===== src/rtl/bits_imem_reader.sv =====
// bits_imem_reader: serves 16-byte instruction fetches for the bits core out
// of a 32-bit-wide instruction memory. Each request reads up to four words,
// packs them big-endian into a 128-bit word, masks bytes beyond the packet
// length and returns them with a one-cycle active-low acknowledge.
module bits_imem_reader (
    input  logic         clk,
    input  logic         reset,
    input  logic         start,
    input  logic [15:0]  expectedBytes,
    input  logic         mem_req_b,
    output logic         mem_ack_b,
    output logic [127:0] instruction_word,
    output logic [15:0]  instruction_byte_valid,
    output logic         done_reading_memory,
    output logic         imem_ceb,
    output logic [13:0]  imem_addr,
    input  logic [31:0]  imem_rdata
);

    typedef enum logic [2:0] {
        IDLE,
        WAIT_REQ,
        READ,
        ACK,
        DONE
    } state_t;

    state_t      state;
    state_t      state_nx;

    logic [15:0] remaining;      // packet bytes not yet acknowledged
    logic [13:0] base_addr;      // word address of the current fetch
    logic [4:0]  cnt;            // bytes delivered by the current fetch (1..16)
    logic [2:0]  n_reads;        // words read by the current fetch (1..4)
    logic [2:0]  rd_idx;         // reads issued so far in the current fetch
    logic        cap_pending;    // a read was issued last cycle; its data is on imem_rdata
    logic [1:0]  cap_lane;       // lane that pending data belongs to
    logic [15:0] fetch_mask;     // byte-valid mask of the current fetch, bit 15 = byte 0

    logic [4:0]  req_cnt;
    logic [4:0]  req_sum;
    logic [2:0]  req_n;
    logic        issue;
    logic        last_capture;
    logic [15:0] remaining_after;
    logic [6:0]  lane_hi;
    logic [3:0]  mask_hi;
    logic [3:0]  lane_bytes;
    logic [31:0] cap_data;

    // Per-request sizing, read issue and capture-lane masking.
    always_comb begin
        req_cnt         = (remaining >= 16'd16) ? 5'd16 : remaining[4:0];
        req_sum         = req_cnt + 5'd3;
        req_n           = req_sum[4:2];
        issue           = (state == READ) && (rd_idx < n_reads);
        last_capture    = (state == READ) && (rd_idx == n_reads);
        remaining_after = remaining - {11'b0, cnt};
        lane_hi         = 7'd127 - {cap_lane, 5'b0};
        mask_hi         = 4'd15 - {cap_lane, 2'b0};
        lane_bytes      = fetch_mask[mask_hi -: 4];
        cap_data        = '0;
        for (int unsigned i = 0; i < 4; i++) begin
            cap_data[31 - 8*i -: 8] = imem_rdata[31 - 8*i -: 8] & {8{lane_bytes[3 - i]}};
        end
    end

    // Next-state logic; start overrides everything except reset.
    always_comb begin
        state_nx = state;
        if (start) begin
            state_nx = (expectedBytes == '0) ? DONE : WAIT_REQ;
        end else begin
            case (state)
                IDLE:     state_nx = IDLE;
                WAIT_REQ: if (!mem_req_b) state_nx = READ;
                READ:     if (last_capture) state_nx = ACK;
                ACK:      state_nx = (remaining_after == '0) ? DONE : WAIT_REQ;
                DONE:     state_nx = DONE;
                default:  state_nx = IDLE;
            endcase
        end
    end

    // Handshake and memory-port outputs decoded from the state.
    always_comb begin
        mem_ack_b           = (state != ACK);
        done_reading_memory = (state == DONE);
        imem_ceb            = !issue;
        imem_addr           = issue ? (base_addr + {11'b0, rd_idx}) : '0;
    end

    // State register.
    always_ff @(posedge clk) begin
        if (reset) state <= IDLE;
        else       state <= state_nx;
    end

    // Fetch bookkeeping, word capture and stream accounting.
    always_ff @(posedge clk) begin
        if (reset) begin
            remaining              <= '0;
            base_addr              <= '0;
            cnt                    <= '0;
            n_reads                <= '0;
            rd_idx                 <= '0;
            cap_pending            <= 1'b0;
            cap_lane               <= '0;
            fetch_mask             <= '0;
            instruction_word       <= '0;
            instruction_byte_valid <= '0;
        end else if (start) begin
            remaining   <= expectedBytes;
            base_addr   <= '0;
            rd_idx      <= '0;
            cap_pending <= 1'b0;
        end else begin
            case (state)
                WAIT_REQ: begin
                    if (!mem_req_b) begin
                        cnt         <= req_cnt;
                        n_reads     <= req_n;
                        rd_idx      <= '0;
                        cap_pending <= 1'b0;
                        fetch_mask  <= ~(16'hFFFF >> req_cnt);
                    end
                end
                READ: begin
                    if (issue) begin
                        rd_idx      <= rd_idx + 3'd1;
                        cap_pending <= 1'b1;
                        cap_lane    <= rd_idx[1:0];
                    end else begin
                        cap_pending <= 1'b0;
                    end
                    // Lane 0 capture also clears the lanes this fetch may not read.
                    if (cap_pending) begin
                        if (cap_lane == 2'd0) instruction_word <= {cap_data, 96'b0};
                        else                  instruction_word[lane_hi -: 32] <= cap_data;
                    end
                    if (last_capture) instruction_byte_valid <= fetch_mask;
                end
                ACK: begin
                    remaining <= remaining_after;
                    base_addr <= base_addr + {11'b0, n_reads};
                end
                default: ;
            endcase
        end
    end

endmodule


===== config.mk =====
export PLATFORM = sky130hd
export DESIGN_NAME = bits_imem_reader
export DESIGN_NICKNAME = d
export VERILOG_FILES = /design/src/rtl/bits_imem_reader.sv
export SDC_FILE = /design/constraint.sdc
export NUM_CORES = 1
export LEC_CHECK = 0
export CAP_MARGIN = 25
export CORE_ASPECT_RATIO = 2
export CORE_MARGIN = 10
export CORE_UTILIZATION = 48
export CTS_CLUSTER_SIZE = 10
export DETAILED_ROUTE_END_ITERATION = 7
export GPL_ROUTABILITY_DRIVEN = 0
export PLACE_DENSITY = 0.78
export SLEW_MARGIN = 20
export SYNTH_ARGS = -nofsm -noshare
export SYNTH_HDL_FRONTEND = slang
export SYNTH_SLANG_ARGS = --single-unit

===== constraint.sdc =====
create_clock -name clk -period 8.43 [get_ports clk]
set_clock_uncertainty 0.05 [all_clocks]
set_input_delay 2.529 -clock clk [delete_from_list [all_inputs] [get_ports clk]]
set_output_delay 2.529 -clock clk [all_outputs]
set_load 0.03 [all_outputs]

==> results.toml <==
[outcome]
run_status = "finished, final reports clean"

[global_routing]
global_route.usage.total_pct = 21.0
overflow = 0
via_count_of_the_first_global_routing_pass = 7756
grt_max_degree = 95
grt_pass1_wl_um = 41600
antenna_found_initial = 0

[cts]
cts_hold_repair.buffers = 0
insertion_delay_ps = 500
cts_max_path_buffers = 3
cts_tree = "done"
post_cts.resized_instances = 0
cts_clock_pin_slew_for_the_worst_setup_and_hold_paths_ps = 60
clock-sinks = 206
cts.repair_timing.setup_buffer_count = 0
clk_root_buffer_cell = "sky130_fd_sc_hd__clkbuf_16"
cts_max_level = 1
cts_buf_count = 24

[detailed_routing]
detail-route-antenna-nets = 0
avgViaCountPerCell = 5.65
detailroute.via_count = 7835
detail_route.iter0.violations = 491
detail_route.wl_per_cell_um = 19.5
remaining_drc_errors = 0
drtPass1Iterations = 5
totalWireLength_um = 27100

[yosys]
synth_async_sr_flop_share_pct = 0
synthDominantAreaCellType = "sky130_fd_sc_hd__dfxtp_1"
yosysMostFrequentCell = "sky130_fd_sc_hd__nor2_1"
ys_top_cells_by_count = "sky130_fd_sc_hd__nor2_1, sky130_fd_sc_hd__dfxtp_1, sky130_fd_sc_hd__a22oi_1, sky130_fd_sc_hd__mux2i_1, sky130_fd_sc_hd__clkbuf_1"
synth_top_area_share_pct = 46.2
synth-seq-area-share_pct = 46.2
post_synth_main_area_contributors = "sky130_fd_sc_hd__dfxtp_1, sky130_fd_sc_hd__nor2_1, sky130_fd_sc_hd__a22oi_1, sky130_fd_sc_hd__mux2i_1, sky130_fd_sc_hd__ha_1"
synth.cell_area_mm2 = 0.00893
dominantRegCellSynth = "sky130_fd_sc_hd__dfxtp_1"
yosys_warnings = 0
syn-mean-instance-area_um2 = 9.07
synthDistinctLibCells = 60
ys_ff_latch = 206
total_nets_after_synthesis = 1060
synth_enable_flop_cells = 0
synth_cells = 984

[worst_setup_path]
crit_path_max_incr_delay_ps = 710
critical_path_required_time_ps = 5850
critical_path.startpoint_type = "flop"
path_cells = "inv_1 -> ha_1 -> nor2b_1 -> o21ai_0 -> nand2_1 -> a21oi_1 -> clkdlybuf4s50_1"
end_kind = "primary output"
worst_path_max_delay_cell = "sky130_fd_sc_hd__clkdlybuf4s50_1"
critical_path_peak_fanout = 17
start_to_end_type_of_the_worst_setup_path = "reg2out"
cp_data_arrival_time_ps = 3190

[final_layout]
layout.cell_area.non_filler_mm2 = 0.0118
layout-drive-gt1-share_pct = 5.81
num_antenna_cells = 0
filler_cell_count = 1539
finalNonFillerCells = 1387
nNetsFinal = 1246
synthToLayoutAreaGrowth_pct = 32.6

[place]
post-place-cells = 1358
number_of_port_buffers = 212
dpl.hpwl_um = 19700
placed_area_mm2 = 0.0112

[floorplan]
starting_density_of_the_core_pct = 48.8
die_height_um = 213
core_area_mm2 = 0.0183
num_io_pins = 213
die-area_mm2 = 0.0248
die_width_um = 116
row_count = 70

[sta]
fmaxAchievable_mhz = 173
slew_violations = 0
grt_setup_unrepaired = "false"
report.final.setup_viol = 0
slew-limit-headroom_pct = 36.1
hold_viol = 0
min_period_ps = 5770
min_period_over_period_pct = 68.5
timing.setup.tns_ps = 0
worst-slew-pin-transition_ps = 959

[power_and_ir_drop]
ir_worst_vdd_mv = 0.132
cellLeakagePower_nw = 4.50
power_density_mw_per_mm2 = 171

[job]
cap_viol_max_count = 0

[min_path]
min-delay-path-class = "reg2reg"
sequential cells by signal, indices dropped and copies added (netlist names):
signal and cells:
base_addr 14, cap_lane 2, cap_pending 1, cnt 4, fetch_mask 16, instruction_byte_valid 16, instruction_word 128, n_reads 3
rd_idx 3, remaining 16, state 3
cells in the final DEF (no fill, tap or decap), types with 6 or more instances in the layout:
cell type / instances
sky130_fd_sc_hd__nor4_1: 11
sky130_fd_sc_hd__nand4_1: 6
sky130_fd_sc_hd__clkdlybuf4s50_1: 211
sky130_fd_sc_hd__or3_1: 8
sky130_fd_sc_hd__nand2_1: 29
sky130_fd_sc_hd__mux2i_1: 60
sky130_fd_sc_hd__nand3_1: 12
sky130_fd_sc_hd__a22oi_1: 100
sky130_fd_sc_hd__a21oi_1: 35
sky130_fd_sc_hd__o21ai_0: 23
sky130_fd_sc_hd__clkbuf_16: 25
sky130_fd_sc_hd__dfxtp_1: 206
sky130_fd_sc_hd__nor2_1: 217
sky130_fd_sc_hd__and2_1: 36
sky130_fd_sc_hd__nand2b_1: 8
sky130_fd_sc_hd__buf_4: 11
sky130_fd_sc_hd__xor2_1: 22
sky130_fd_sc_hd__nor2b_1: 7
sky130_fd_sc_hd__inv_1: 19
sky130_fd_sc_hd__ha_1: 21
sky130_fd_sc_hd__nor3_1: 15
sky130_fd_sc_hd__xnor2_1: 12
power by group:
group	leakage (nW)	total, mW	internal (mW)	switching (mW)
Combinational	2.51	0.117	0.0519	0.0649
Sequential	1.66	0.997	0.983	0.0141
Clock	0.322	0.906	0.536	0.370
logic make-up (layout without fill, tap and decap cells):
group / after synthesis / in the layout / share of synthesized area [%]
flops: 206 / 206 / 46.2
mux: 65 / 65 / 7.86
compound gates: 196 / 196 / 15.0
buf+inv: 86 / 273 / 4.20
xor+xnor: 34 / 34 / 3.34
fa+ha+maj: 24 / 24 / 3.62
simple gates: 373 / 373 / 19.8
final cells by class:
cell class	instances	area, um^2	share of cell area [%]
multi-input combinational	692	4460	37.7
tap	216	270	2.28
clock buffer	27	653	5.52
inverter	21	78.8	0.666
sequential	206	4120	34.8
timing repair buffer	225	2250	19.0
path summary, 6_finish.rpt:
path / from / endpoint / slack, ps / depth (start not counted)
worst max register to register: remaining[0] / state[0] / 5240 / 9
worst max-delay path: n_reads[1] / imem_addr[11] / 2660 / 7
worst min register to register: instruction_word[126] / instruction_word[126] / 410 / 2
worst min-delay path: instruction_word[126] / instruction_word[126] / 410 / 2
layer usage:
layer	vias up	track usage, %	part of all wire (%)
li1	3776	-	-
met1	3753	20.8	35
met2	243	40.0	55
met3	63	3.60	5.7
met4	0	10.3	4.6
met5	-	0	0
critical path, delay by kind of cell (launching register included):
family | cells | cell delay [ps]
AOI/OAI and AO/OA | 2 | 590
adders and majority gates | 1 | 310
DFF | 1 | 390
and+or+nand+nor | 2 | 610
buffers and inverters | 2 | 810
stage by stage:
step | setup slack [ps] | hold slack, ps | utilization, % | power (mW)
floorplan | 3660 | 386 | - | 1.09
global placement | 2900 | 395 | 60.8 | 1.13
detailed placement | 2980 | 402 | 61.0 | 1.13
CTS | 2650 | 410 | 64.6 | 2.04
global route | 2390 | 426 | 64.7 | 2.08
finish | 2660 | 410 | 64.7 | 2.02
(Power assumes the default switching activity.)
